===== config.mk =====
export PLATFORM = sky130hd
export DESIGN_NAME = ex_stage_mc
export DESIGN_NICKNAME = d
export VERILOG_FILES = /design/src/rtl/ex_pkg.sv /design/src/rtl/muldiv_iter.sv /design/src/rtl/ex_stage_mc.sv
export SDC_FILE = /design/constraint.sdc
export NUM_CORES = 2
export LEC_CHECK = 0
export ABC_CLOCK_PERIOD_IN_PS = 6600
export BUFFER_PORTS_ARGS = -buffer_cell sky130_fd_sc_hd__buf_2
export CAP_MARGIN = 5
export CORE_MARGIN = 4
export CORE_UTILIZATION = 55
export CTS_CLUSTER_DIAMETER = 50
export DETAILED_ROUTE_END_ITERATION = 6
export MAX_ROUTING_LAYER = met4
export PLACE_DENSITY = 0.88
export SYNTH_ARGS = -nofsm -noshare
export SYNTH_HDL_FRONTEND = slang
export SYNTH_SLANG_ARGS = --single-unit

===== constraint.sdc =====
create_clock -name clk -period 6.6 [get_ports clk]
set_input_delay 0.66 -clock clk [delete_from_list [all_inputs] [get_ports clk]]
set_output_delay 0.66 -clock clk [all_outputs]
set_load 0.01 [all_outputs]

===== src/rtl/ex_pkg.sv =====
// Shared encodings for the execute stage: ALU control, forwarding selects,
// RV32M funct3 codes and the multiply/divide FSM state type.
package ex_pkg;

  localparam logic [1:0] ALU_OP_MEM    = 2'b00;
  localparam logic [1:0] ALU_OP_BRANCH = 2'b01;
  localparam logic [1:0] ALU_OP_RTYPE  = 2'b10;
  localparam logic [1:0] ALU_OP_ITYPE  = 2'b11;

  localparam logic [1:0] FWD_REG = 2'b00;
  localparam logic [1:0] FWD_WB  = 2'b01;
  localparam logic [1:0] FWD_MEM = 2'b10;

  localparam logic [6:0] M_FUNCT7 = 7'b0000001;

  localparam logic [2:0] F3_MUL    = 3'd0;
  localparam logic [2:0] F3_MULH   = 3'd1;
  localparam logic [2:0] F3_MULHSU = 3'd2;
  localparam logic [2:0] F3_MULHU  = 3'd3;
  localparam logic [2:0] F3_DIV    = 3'd4;
  localparam logic [2:0] F3_DIVU   = 3'd5;
  localparam logic [2:0] F3_REM    = 3'd6;
  localparam logic [2:0] F3_REMU   = 3'd7;

  typedef enum logic [3:0] {
    ALU_ADD, ALU_SUB, ALU_SLL, ALU_SLT, ALU_SLTU,
    ALU_XOR, ALU_SRL, ALU_SRA, ALU_OR, ALU_AND
  } alu_ctrl_t;

  typedef enum logic [1:0] {IDLE = 2'b00, BUSY = 2'b01, DONE = 2'b10} muldiv_state_t;

  // Map the ID-stage alu_op plus funct fields onto a concrete ALU operation.
  function automatic alu_ctrl_t alu_decode(input logic [1:0] alu_op,
                                           input logic [2:0] f3,
                                           input logic       f7_b5);
    alu_ctrl_t c;
    c = ALU_ADD;
    case (alu_op)
      ALU_OP_BRANCH: c = ALU_SUB;
      ALU_OP_RTYPE, ALU_OP_ITYPE: begin
        case (f3)
          3'd0:    c = (alu_op == ALU_OP_RTYPE && f7_b5) ? ALU_SUB : ALU_ADD;
          3'd1:    c = ALU_SLL;
          3'd2:    c = ALU_SLT;
          3'd3:    c = ALU_SLTU;
          3'd4:    c = ALU_XOR;
          3'd5:    c = f7_b5 ? ALU_SRA : ALU_SRL;
          3'd6:    c = ALU_OR;
          default: c = ALU_AND;
        endcase
      end
      default: c = ALU_ADD;
    endcase
    return c;
  endfunction

  // Operand signedness for the M-extension: MULHU/DIVU/REMU are fully unsigned,
  // MULHSU treats only rs1 as signed.
  function automatic logic op_a_signed(input logic [2:0] f3);
    return f3[2] ? ~f3[0] : (f3 != F3_MULHU);
  endfunction

  function automatic logic op_b_signed(input logic [2:0] f3);
    return f3[2] ? ~f3[0] : ~f3[1];
  endfunction

endpackage


===== src/rtl/muldiv_iter.sv =====
// Iterative RV32M unit: one radix-2 shift-add or restoring-divide step per cycle
// on operand magnitudes, with the sign applied when the last step completes.
module muldiv_iter import ex_pkg::*; #(
  parameter int unsigned XLEN  = 32,
  parameter int unsigned CNT_W = $clog2(XLEN) + 1
) (
  input  logic            clk,
  input  logic            reset,
  input  logic            start,
  input  logic            flush,
  input  logic [2:0]      funct3,
  input  logic [XLEN-1:0] a,
  input  logic [XLEN-1:0] b,
  output logic            busy,
  output logic            done,
  output logic [XLEN-1:0] result
);

  muldiv_state_t     state_q, state_d;
  logic [CNT_W-1:0]  cnt_q;
  logic [2:0]        f3_q;
  logic [XLEN-1:0]   a_q, b_q, dvs_q, lo_q, result_q;
  logic [XLEN:0]     hi_q;
  logic              neg_q;

  logic              launch, last_step, a_neg, b_neg, div0;
  logic [XLEN-1:0]   a_mag, b_mag, lo_n, quot_s, rem_s, final_res;
  logic [XLEN:0]     mul_sum, div_shift, div_diff, hi_n;
  logic [2*XLEN-1:0] prod, prod_s;

  assign launch    = (state_q == IDLE) && start && !flush;
  assign last_step = (cnt_q == CNT_W'(XLEN - 1));
  assign busy      = (state_q == BUSY);
  assign done      = (state_q == DONE);
  assign result    = result_q;

  always_ff @(posedge clk or posedge reset) begin
    if (reset) state_q <= IDLE;
    else       state_q <= state_d;
  end

  always_comb begin
    state_d = state_q;
    case (state_q)
      IDLE:    if (launch) state_d = BUSY;
      BUSY:    if (flush) state_d = IDLE;
               else if (last_step) state_d = DONE;
      DONE:    state_d = IDLE;
      default: state_d = IDLE;
    endcase
  end

  // Operand magnitudes at launch.
  always_comb begin
    a_neg = op_a_signed(funct3) & a[XLEN-1];
    b_neg = op_b_signed(funct3) & b[XLEN-1];
    a_mag = a_neg ? -a : a;
    b_mag = b_neg ? -b : b;
  end

  // One iteration: hi_q:lo_q is the product accumulator or remainder:quotient pair.
  always_comb begin
    mul_sum   = hi_q + (lo_q[0] ? {1'b0, dvs_q} : '0);
    div_shift = {hi_q[XLEN-1:0], lo_q[XLEN-1]};
    div_diff  = div_shift - {1'b0, dvs_q};
    hi_n      = {1'b0, mul_sum[XLEN:1]};
    lo_n      = {mul_sum[0], lo_q[XLEN-1:1]};
    if (f3_q[2]) begin
      if (!div_diff[XLEN]) begin
        hi_n = div_diff;
        lo_n = {lo_q[XLEN-2:0], 1'b1};
      end else begin
        hi_n = div_shift;
        lo_n = {lo_q[XLEN-2:0], 1'b0};
      end
    end
  end

  // Signed overflow needs no special case: 2^(XLEN-1)/1 with a positive sign
  // already yields the dividend and a zero remainder.
  always_comb begin
    prod      = {hi_n[XLEN-1:0], lo_n};
    prod_s    = neg_q ? -prod : prod;
    quot_s    = neg_q ? -lo_n : lo_n;
    rem_s     = neg_q ? -hi_n[XLEN-1:0] : hi_n[XLEN-1:0];
    div0      = (b_q == '0);
    final_res = '0;
    case (f3_q)
      F3_MUL:                       final_res = prod_s[XLEN-1:0];
      F3_MULH, F3_MULHSU, F3_MULHU: final_res = prod_s[2*XLEN-1:XLEN];
      F3_DIV, F3_DIVU:              final_res = div0 ? '1 : quot_s;
      default:                      final_res = div0 ? a_q : rem_s;
    endcase
  end

  always_ff @(posedge clk or posedge reset) begin
    if (reset) begin
      cnt_q    <= '0;
      f3_q     <= '0;
      a_q      <= '0;
      b_q      <= '0;
      dvs_q    <= '0;
      hi_q     <= '0;
      lo_q     <= '0;
      neg_q    <= 1'b0;
      result_q <= '0;
    end else if (launch) begin
      cnt_q <= '0;
      f3_q  <= funct3;
      a_q   <= a;
      b_q   <= b;
      dvs_q <= b_mag;
      hi_q  <= '0;
      lo_q  <= a_mag;
      neg_q <= (funct3[2] & funct3[1]) ? a_neg : (a_neg ^ b_neg);
    end else if (busy && !flush) begin
      hi_q  <= hi_n;
      lo_q  <= lo_n;
      cnt_q <= cnt_q + CNT_W'(1);
      if (last_step) result_q <= final_res;
    end
  end

endmodule


===== src/rtl/ex_stage_mc.sv =====
// Execute stage: forwarding muxes, single-cycle ALU, branch-target adder and
// the iterative multiply/divide unit that stalls the front end while it runs.
module ex_stage_mc import ex_pkg::*; #(
  parameter int unsigned XLEN  = 32,
  parameter int unsigned CNT_W = $clog2(XLEN) + 1
) (
  input  logic            clk,
  input  logic            reset,
  input  logic            in_valid,
  input  logic            flush,
  input  logic [XLEN-1:0] imm_ex,
  input  logic [XLEN-1:0] reg_data1_ex,
  input  logic [XLEN-1:0] reg_data2_ex,
  input  logic [XLEN-1:0] pc_ex,
  input  logic [2:0]      funct3_ex,
  input  logic [6:0]      funct7_ex,
  input  logic [1:0]      alu_op_ex,
  input  logic            alu_src_ex,
  input  logic [1:0]      forward_a,
  input  logic [1:0]      forward_b,
  input  logic [XLEN-1:0] alu_data_wb,
  input  logic [XLEN-1:0] alu_out_mem,
  output logic            stall_ex,
  output logic            out_valid,
  output logic            zero_ex,
  output logic [XLEN-1:0] alu_out_ex,
  output logic [XLEN-1:0] pc_branch_ex,
  output logic [XLEN-1:0] reg_data2_final
);

  localparam int unsigned SH_W = $clog2(XLEN);

  logic [XLEN-1:0] op_a, op_b, alu_res, md_result;
  logic [SH_W-1:0] shamt;
  alu_ctrl_t       alu_ctrl;
  logic            is_mop, md_start, md_busy, md_done;

  always_comb begin
    case (forward_a)
      FWD_WB:  op_a = alu_data_wb;
      FWD_MEM: op_a = alu_out_mem;
      default: op_a = reg_data1_ex;
    endcase
    case (forward_b)
      FWD_WB:  reg_data2_final = alu_data_wb;
      FWD_MEM: reg_data2_final = alu_out_mem;
      default: reg_data2_final = reg_data2_ex;
    endcase
    op_b = alu_src_ex ? imm_ex : reg_data2_final;
  end

  assign pc_branch_ex = pc_ex + imm_ex;
  assign alu_ctrl     = alu_decode(alu_op_ex, funct3_ex, funct7_ex[5]);
  assign shamt        = op_b[SH_W-1:0];

  always_comb begin
    alu_res = '0;
    case (alu_ctrl)
      ALU_ADD:  alu_res = op_a + op_b;
      ALU_SUB:  alu_res = op_a - op_b;
      ALU_SLL:  alu_res = op_a << shamt;
      ALU_SLT:  alu_res = XLEN'($signed(op_a) < $signed(op_b));
      ALU_SLTU: alu_res = XLEN'(op_a < op_b);
      ALU_XOR:  alu_res = op_a ^ op_b;
      ALU_SRL:  alu_res = op_a >> shamt;
      ALU_SRA:  alu_res = $unsigned($signed(op_a) >>> shamt);
      ALU_OR:   alu_res = op_a | op_b;
      ALU_AND:  alu_res = op_a & op_b;
      default:  alu_res = '0;
    endcase
  end

  // The M-op stays in ID/EX through DONE, so issue is only honoured from IDLE.
  assign is_mop   = in_valid && (alu_op_ex == ALU_OP_RTYPE) && (funct7_ex == M_FUNCT7);
  assign md_start = is_mop && !flush && !reset;

  muldiv_iter #(.XLEN(XLEN), .CNT_W(CNT_W)) u_muldiv (
    .clk    (clk),
    .reset  (reset),
    .start  (md_start),
    .flush  (flush),
    .funct3 (funct3_ex),
    .a      (op_a),
    .b      (op_b),
    .busy   (md_busy),
    .done   (md_done),
    .result (md_result)
  );

  assign stall_ex   = (md_busy && !flush) || (md_start && !md_busy && !md_done);
  assign out_valid  = (in_valid && !is_mop) || (md_done && !flush);
  assign alu_out_ex = md_done ? md_result : alu_res;
  assign zero_ex    = (alu_out_ex == '0);

endmodule

# --- Yosys cells after proc, flatten, opt, wreduce, memory -nomap -nowiden ---
# Index checks and enable logic that the tools add are counted.
word_totals:
  reg_bits: 205
  output_inout_bits: 99
  elab_cells: 136
op_classes:
  n_addsub: 11
  n_lt_le_gt_ge: 2
  n_eq_ne: 34
  n_shift: 3
  mux: 35
  bitwise_logic: 10
  reduce_logical: 31
ops:
  columns: ["operator", "n"]
  rows:
  - ["$mux W32", 12]
  - ["$pmux W32 S10", 1]
  - ["$mux W33", 4]
  - ["$neg A32 Y32", 4]
  - ["$pmux W32 S2", 2]
  - ["$pmux W32 S3", 1]
  - ["$add A32 B32 Y32", 2]
  - ["$logic_not A32 Y1", 2]
  - ["$lt A32 B32 Y1", 2]
  - ["$mux W64", 1]
  - ["$neg A64 Y64", 1]
  - ["$add A33 B33 Y33", 1]
  - ["$sub A33 B32 Y33", 1]
  - ["$and A32 B32 Y32", 1]
  - ["$or A32 B32 Y32", 1]
  - ["$shl A32 B5 Y32", 1]
  - ["$shr A32 B5 Y32", 1]
  - ["$sshr A32 B5 Y32", 1]
  - ["$sub A32 B32 Y32", 1]
  - ["$xor A32 B32 Y32", 1]
  - ["$pmux W4 S7", 1]
  - ["$eq A4 B3 Y1 const B", 4]
  - ["$eq A3 B3 Y1 const B", 5]
  - ["$eq A3 B2 Y1 const B", 4]
  - ["30 further kinds", 71]

# --- Depth between registers and ports, before layout ---
logic_depth:
  depth_word: 9
  ltp_mapped: 32

# --- Cells and area by module ---
# A second synthesis with hierarchy kept.
hier_totals:
  hier_cells: 4206
  area_unflattened_um2: 29667.2
modules_own_cells:
  columns: ["module", "instances", "cells_each", "area_per_inst_um2"]
  rows:
  - ["muldiv_iter", 1, 2307, 17586.9]
  - ["ex_stage_mc", 1, 1899, 12080.3]

# --- Least setup slack after synthesis ---
# OpenSTA, ideal clock, no wires.
synth_timing:
  path_type: "input port to flip-flop"
  startpoint: "input reset"
  endpoint: "register u_muldiv.lo_q[15]"
  setup_time_ns: 0.148
  t_arrival_ns: 7.003
  required_ns: 6.452
  slack_ns: -0.551
  stages: 7
  path_buffers: 1
  path_cell_list: "inv_1 > nand4_1 > nor4_1 > nor2_1 > clkbuf_1 > nand2_1 > o221ai_1"
synth_between:
  elab_chain_len: 5
synth_lines:
  columns: ["element", "line", "rtl"]
  rows:
  - ["start, declared", "ex_stage_mc.sv:8", "input logic reset,"]
  - ["$logic_not A1 Y1 (no source line) (*)", null, null]
  - ["$logic_and A1 B1 Y1 (*)", "ex_stage_mc.sv:75", "assign md_start = is_mop && !flush && !reset;"]
  - ["$logic_and A1 B1 Y1 (*) (2 in a row)", "muldiv_iter.sv:31", "assign launch = (state_q == IDLE) && start && !flush;"]
  - ["$mux W32 / $reduce_bool A2 Y1 (equally long branches)", null, null]
  - ["end signal, assigned", "muldiv_iter.sv:114", "lo_q <= a_mag;"]
  - ["end signal, assigned", "muldiv_iter.sv:118", "lo_q <= lo_n;"]
  - ["end, declared", "muldiv_iter.sv:22", "logic [XLEN-1:0] a_q, b_q, dvs_q, lo_q, result_q;"]
# Every way passes the cells marked *; elsewhere a longest branch is shown, timed or not.
# A chain may end at the register's enable or synchronous reset.

# --- Worst setup path in the final report ---
layout_timing:
  startpoint: "input forward_b[1]"
  endpoint: "output zero_ex"
layout_between:
  elab_chain_len: 7
layout_lines:
  columns: ["element", "line", "rtl"]
  rows:
  - ["start, declared", "ex_stage_mc.sv:20", "input logic [1:0] forward_b,"]
  - ["$eq A2 B2 Y1 / $eq A2 B1 Y1 (equally long branches)", "ex_stage_mc.sv:44", "case (forward_b)"]
  - ["$pmux W32 S2 (*)", "ex_stage_mc.sv:44", null]
  - ["$mux W32 (*)", "ex_stage_mc.sv:49", "op_b = alu_src_ex ? imm_ex : reg_data2_final;"]
  - ["$sub A32 B32 Y32 (tied with other cells)", "ex_stage_mc.sv:60", "ALU_SUB: alu_res = op_a - op_b;"]
  - ["$pmux W32 S10 (*)", "ex_stage_mc.sv:58", "case (alu_ctrl)"]
  - ["$mux W32 (*)", "ex_stage_mc.sv:92", "assign alu_out_ex = md_done ? md_result : alu_res;"]
  - ["$logic_not A32 Y1 (*)", "ex_stage_mc.sv:93", "assign zero_ex = (alu_out_ex == '0);"]
  - ["end, declared", "ex_stage_mc.sv:25", "output logic zero_ex,"]
# Marked as above.

==> results summary <==
The slowest stage of the critical path belongs to the cell nor4_2. The final routed wire length divided by cell count came out at 28.2 um. The buffer depth of the longest clock path came out at 3. The maximum VDD drop is 0.218 mV. The final reports fail on design-rule violations.

The initial antenna violation count is 16. The area added between synthesis and finish is 18.8%. The post-synthesis async set-or-reset flop share is 100%.

The final critical-path setup slack came out at 0.0914 ns. In this run, the clock network consumes 23.8% of the power. The analysis attributes to net switching a power of 3.00 mW.

Static timing analysis puts the maximum clock frequency at 154 MHz. The width of the die is 239 um. The floorplan step defined a die boundary enclosing 0.0573 mm^2.

In this run the remaining antenna-violating nets after routing total 0. After synthesis, the mean cell area works out to 7.21 um^2. The number of synthesized register bits came out at 204.

The post-synthesis instance area came out at 0.0294 mm^2. The total count of max-transition violations in the final report came out at 0. The clock net sink count is 204. The cell sitting at the root of the clock tree is a clkbuf_16. Clock-pin slew was measured on the worst setup and hold paths at 0.06 ns. The number of synthesized flops with an enable pin is 0. The number of core rows came out at 84. The most numerous cell type found on the critical path is o21ai_0. The via count of the first global-routing pass is 34800. The global-route usage over all layers came out at 50.6%. Setup violations remaining at the end of the flow were counted as 0. The number of design-rule violations left by the first detailed-router iteration came out at 5606. The worst path uses 98.6% of the clock period. The ratio of total power to cell area is 184 mW/mm^2. The post-synthesis cell type count came out at 104. The fraction of power spent switching nets is 46.7%. The share of power burned in combinational logic is 55.9%.

The maximum cell stage delay along the critical path came out at 0.50 ns. Entering global routing, the biggest net connects 128 pins. The net count after synthesis came out at 4499. Fill cells in the final layout number 4745. The leftover overflow at the end of global routing came out at 0. 312 I/O pins were placed. The vertical die dimension is 239 um. After the last flow step, the layout net total stands at 4948.

The classification of the worst setup path is input pin to output pin. The internal power of the cells totals 3.43 mW. The signal on the critical path passes through buf_2, inv_1, ha_1, buf_12, a22oi_1, o21ai_0, mux2i_2, ha_1, a21o_1, a21o_1, a221o_1, nor4_2, o31a_1, buf_4, o21ai_0, o311a_1, o32ai_1, o21ai_0, nor4_1, nand4_1, nor3_4, buf_2. Counting tap cells, the placed design contains a total of 5183 instances. The H-tree depth is 1. The global placer's final weighted congestion came out at 1.20. The worst setup timing slack at the placement stage came out at -0.198 ns. In this run the worst path has a maximum fanout of 11. The sequential share of power came out at 20.3%. At the pin with the least slew margin, the transition time is 1.20 ns.

The worst path required time is 5.94 ns. The final hold violation count came out at 0. The worst slew margin relative to its limit came out at 19.3%. Across all layers, the routed design uses 36700 vias. The total area of sequential cells came out at 0.00511 mm^2. The fraction of the yosys area taken by sequential cells came out at 17.3%. The number of maximum-capacitance violations is 0. The multi-input combinational cells in the finished layout cover a total of 0.0229 mm^2. The post-route netlist has 19.2% of its cells at a drive strength greater than 1. On the final layout, the worst clock skew is 0.0292 ns. The count of buffers added on input and output ports is 311. The leakage power is 16.1 nW.

The total number of yosys warnings is 0. STA puts the critical path data arrival time at 5.85 ns. The initial cell density of the core is 55.8%.

STA classifies the critical path startpoint as an input pin. The HPWL after detailed placement is 117000 um. The first-pass detailed-route iteration total is 7. The post-synthesis cell count came out at 4079. The clock period minus final worst setup slack came out at 6.51 ns. TritonCTS created 29 clock buffers. The run finished, with violations left. The critical path endpoint category is an output pin. The clock latency reported for the late side of the worst-skew pair came out at 0.59 ns. The number of cells in the finished layout apart from fillers is 5255. The placeable core region is 0.0528 mm^2. Among all flip-flop cells after synthesis, the most frequent one is dfrtp_1. The post-detailed-route via-to-cell ratio came out at 6.99. The final layout contains routed wiring with a total length of 148000 um. The first global-routing pass estimated 216000 um of wire.

The path class of the tightest hold or removal check is input pin to asynchronous set/reset pin. The CTS tree is done. The DRC violation count after routing is 9.
[cells in the mapped netlist (all sizes together), types with 29 or more instances]
cell type	count	share of area, %
o221ai	73	2.2
o211ai	33	0.84
o21a	42	1.1
buf	67	1.1
clkbuf	202	2.6
ha	202	8.6
inv	182	2.3
mux2i	197	6.7
nor2	339	4.3
a21o	64	1.6
o21ai	382	6.5
nand3	102	1.8
nor3	92	1.6
xnor2	175	5.2
a21oi	288	4.9
nor4	31	0.66
xor2	54	1.6
a22oi	65	1.7
a31oi	47	1.0
a211oi	64	1.7
and2	48	1.0
nor2b	32	0.68
o31ai	37	1.1
nand4	34	0.74
a221oi	62	2.0
nand2	525	6.7
dfrtp	204	17
o21bai	29	0.74
nand2b	43	0.91
[worst paths after layout]
kind                                               start                               to  slack, ns  depth (start not counted)
setup / recovery                            forward_b[1]                          zero_ex       0.09                         22
hold / removal                                     reset   u_muldiv.dvs_q[26]$_DFFE_PP0P_       0.16                          2
setup reg to reg           u_muldiv.lo_q[31]$_DFFE_PP0P_  u_muldiv.result[16]$_DFFE_PP0P_       0.33                         29
hold reg to reg              u_muldiv.b_q[9]$_DFFE_PP0P_      u_muldiv.b_q[9]$_DFFE_PP0P_       0.48                          2
max in group asynchronous                          reset     u_muldiv.b_q[15]$_DFFE_PP0P_       5.19                          3
min in group clk             u_muldiv.b_q[9]$_DFFE_PP0P_      u_muldiv.b_q[9]$_DFFE_PP0P_       0.48                          2
[cells in the final DEF (no fill, tap or decap), types with 26 or more instances in the layout]
master,n
buf_4,373
nor3_1,88
and2_1,47
inv_1,178
ha_1,196
o31ai_1,31
buf_2,311
a21oi_1,280
o221ai_1,69
xor2_1,54
nand4_1,33
or3_1,26
clkbuf_16,29
a221oi_1,51
and3_1,26
nor2b_1,31
nand2b_1,42
a21o_1,64
o21ai_0,338
nor2_1,336
mux2i_1,193
dfrtp_1,202
a31oi_1,45
xnor2_1,175
nor4_1,27
o21ai_1,43
o211ai_1,33
o21bai_1,29
nand3_1,101
o21a_1,42
a22oi_1,64
nand2_1,525
a211oi_1,59
[through the flow]
stage | total power, mW | setup TNS, ns | hold slack [ns] | instance area (um^2) | utilization (%)
floorplan | 3.21 | 0 | 0.443 | 29500 | -
global placement | 4.67 | -0.165 | 0.454 | 33700 | 63.9
detailed placement | 4.68 | -0.198 | 0.472 | 33700 | 63.9
CTS | 6.20 | 0 | 0.158 | 34700 | 65.7
global route | 6.61 | -0.0188 | 0.167 | 34900 | 66.2
finish | 6.43 | 0 | 0.158 | 35000 | 66.2
[power groups by stage]
stage | Clock, mW | Sequential [mW] | Combinational [mW]
global placement | 0 | 1.32 | 3.34
finish | 1.53 | 1.31 | 3.60
floorplan | 0 | 1.32 | 1.89
CTS | 1.52 | 1.30 | 3.38
global route | 1.58 | 1.31 | 3.72
detailed placement | 0 | 1.33 | 3.35
[routing by layer]
layer,GRT usage [%],routed length (um),vias up
met5,-,0,-
met4,37.5,15000,0
met3,13.5,19000,862
met2,75.0,61900,2869
met1,58.9,52500,17100
li1,-,-,15900
[kinds of logic (layout without fill, tap and decap cells)]
group | count (synthesis) | in the layout | share of synthesized area [%]
compound gates | 1395 | 1395 | 31.8
xor+xnor | 229 | 229 | 6.82
fa+ha+maj | 208 | 208 | 8.96
buf+inv | 460 | 932 | 6.18
flops | 204 | 204 | 17.3
mux | 223 | 223 | 7.70
other cells | 0 | 16 | 0
simple gates | 1360 | 1360 | 21.2
[flip-flops by register name (all words and copies together) (netlist names)]
| signal | flops |
|---|---|
| u_muldiv.lo_q | 32 |
| u_muldiv.neg_q | 1 |
| u_muldiv.dvs_q | 32 |
| u_muldiv.hi_q | 33 |
| u_muldiv.result | 32 |
| u_muldiv.b_q | 31 |
| u_muldiv.cnt_q | 6 |
| u_muldiv.state_q | 2 |
| u_muldiv.a_q | 32 |
| u_muldiv.f3_q | 3 |
[critical path, delay by kind of cell]
| kind | cells | cell delay [ns] |
|---|---|---|
| mux | 1 | 0.25 |
| fa+ha+maj | 2 | 0.52 |
| simple gates | 4 | 1.37 |
| compound gates | 10 | 2.30 |
| buf+inv | 5 | 0.71 |
[area by class of cell]
class,instances,area share (%)
well taps,688,2.46
multi-input cells,3415,65.4
clock buffers,36,2.18
inverters,190,2.05
clock inverters,18,0.494
repair buffers,688,12.7
diodes,16,0.115
flip-flops and latches,204,14.6
[timing repair]
action	CTS	global route
hold buffers	0	0
endpoints found under the setup margin	1	26
resized for setup	3	46
cloned	0	0
buffers inserted	0	2
pin swaps	0	13
Power figures use the tool's default switching activity.
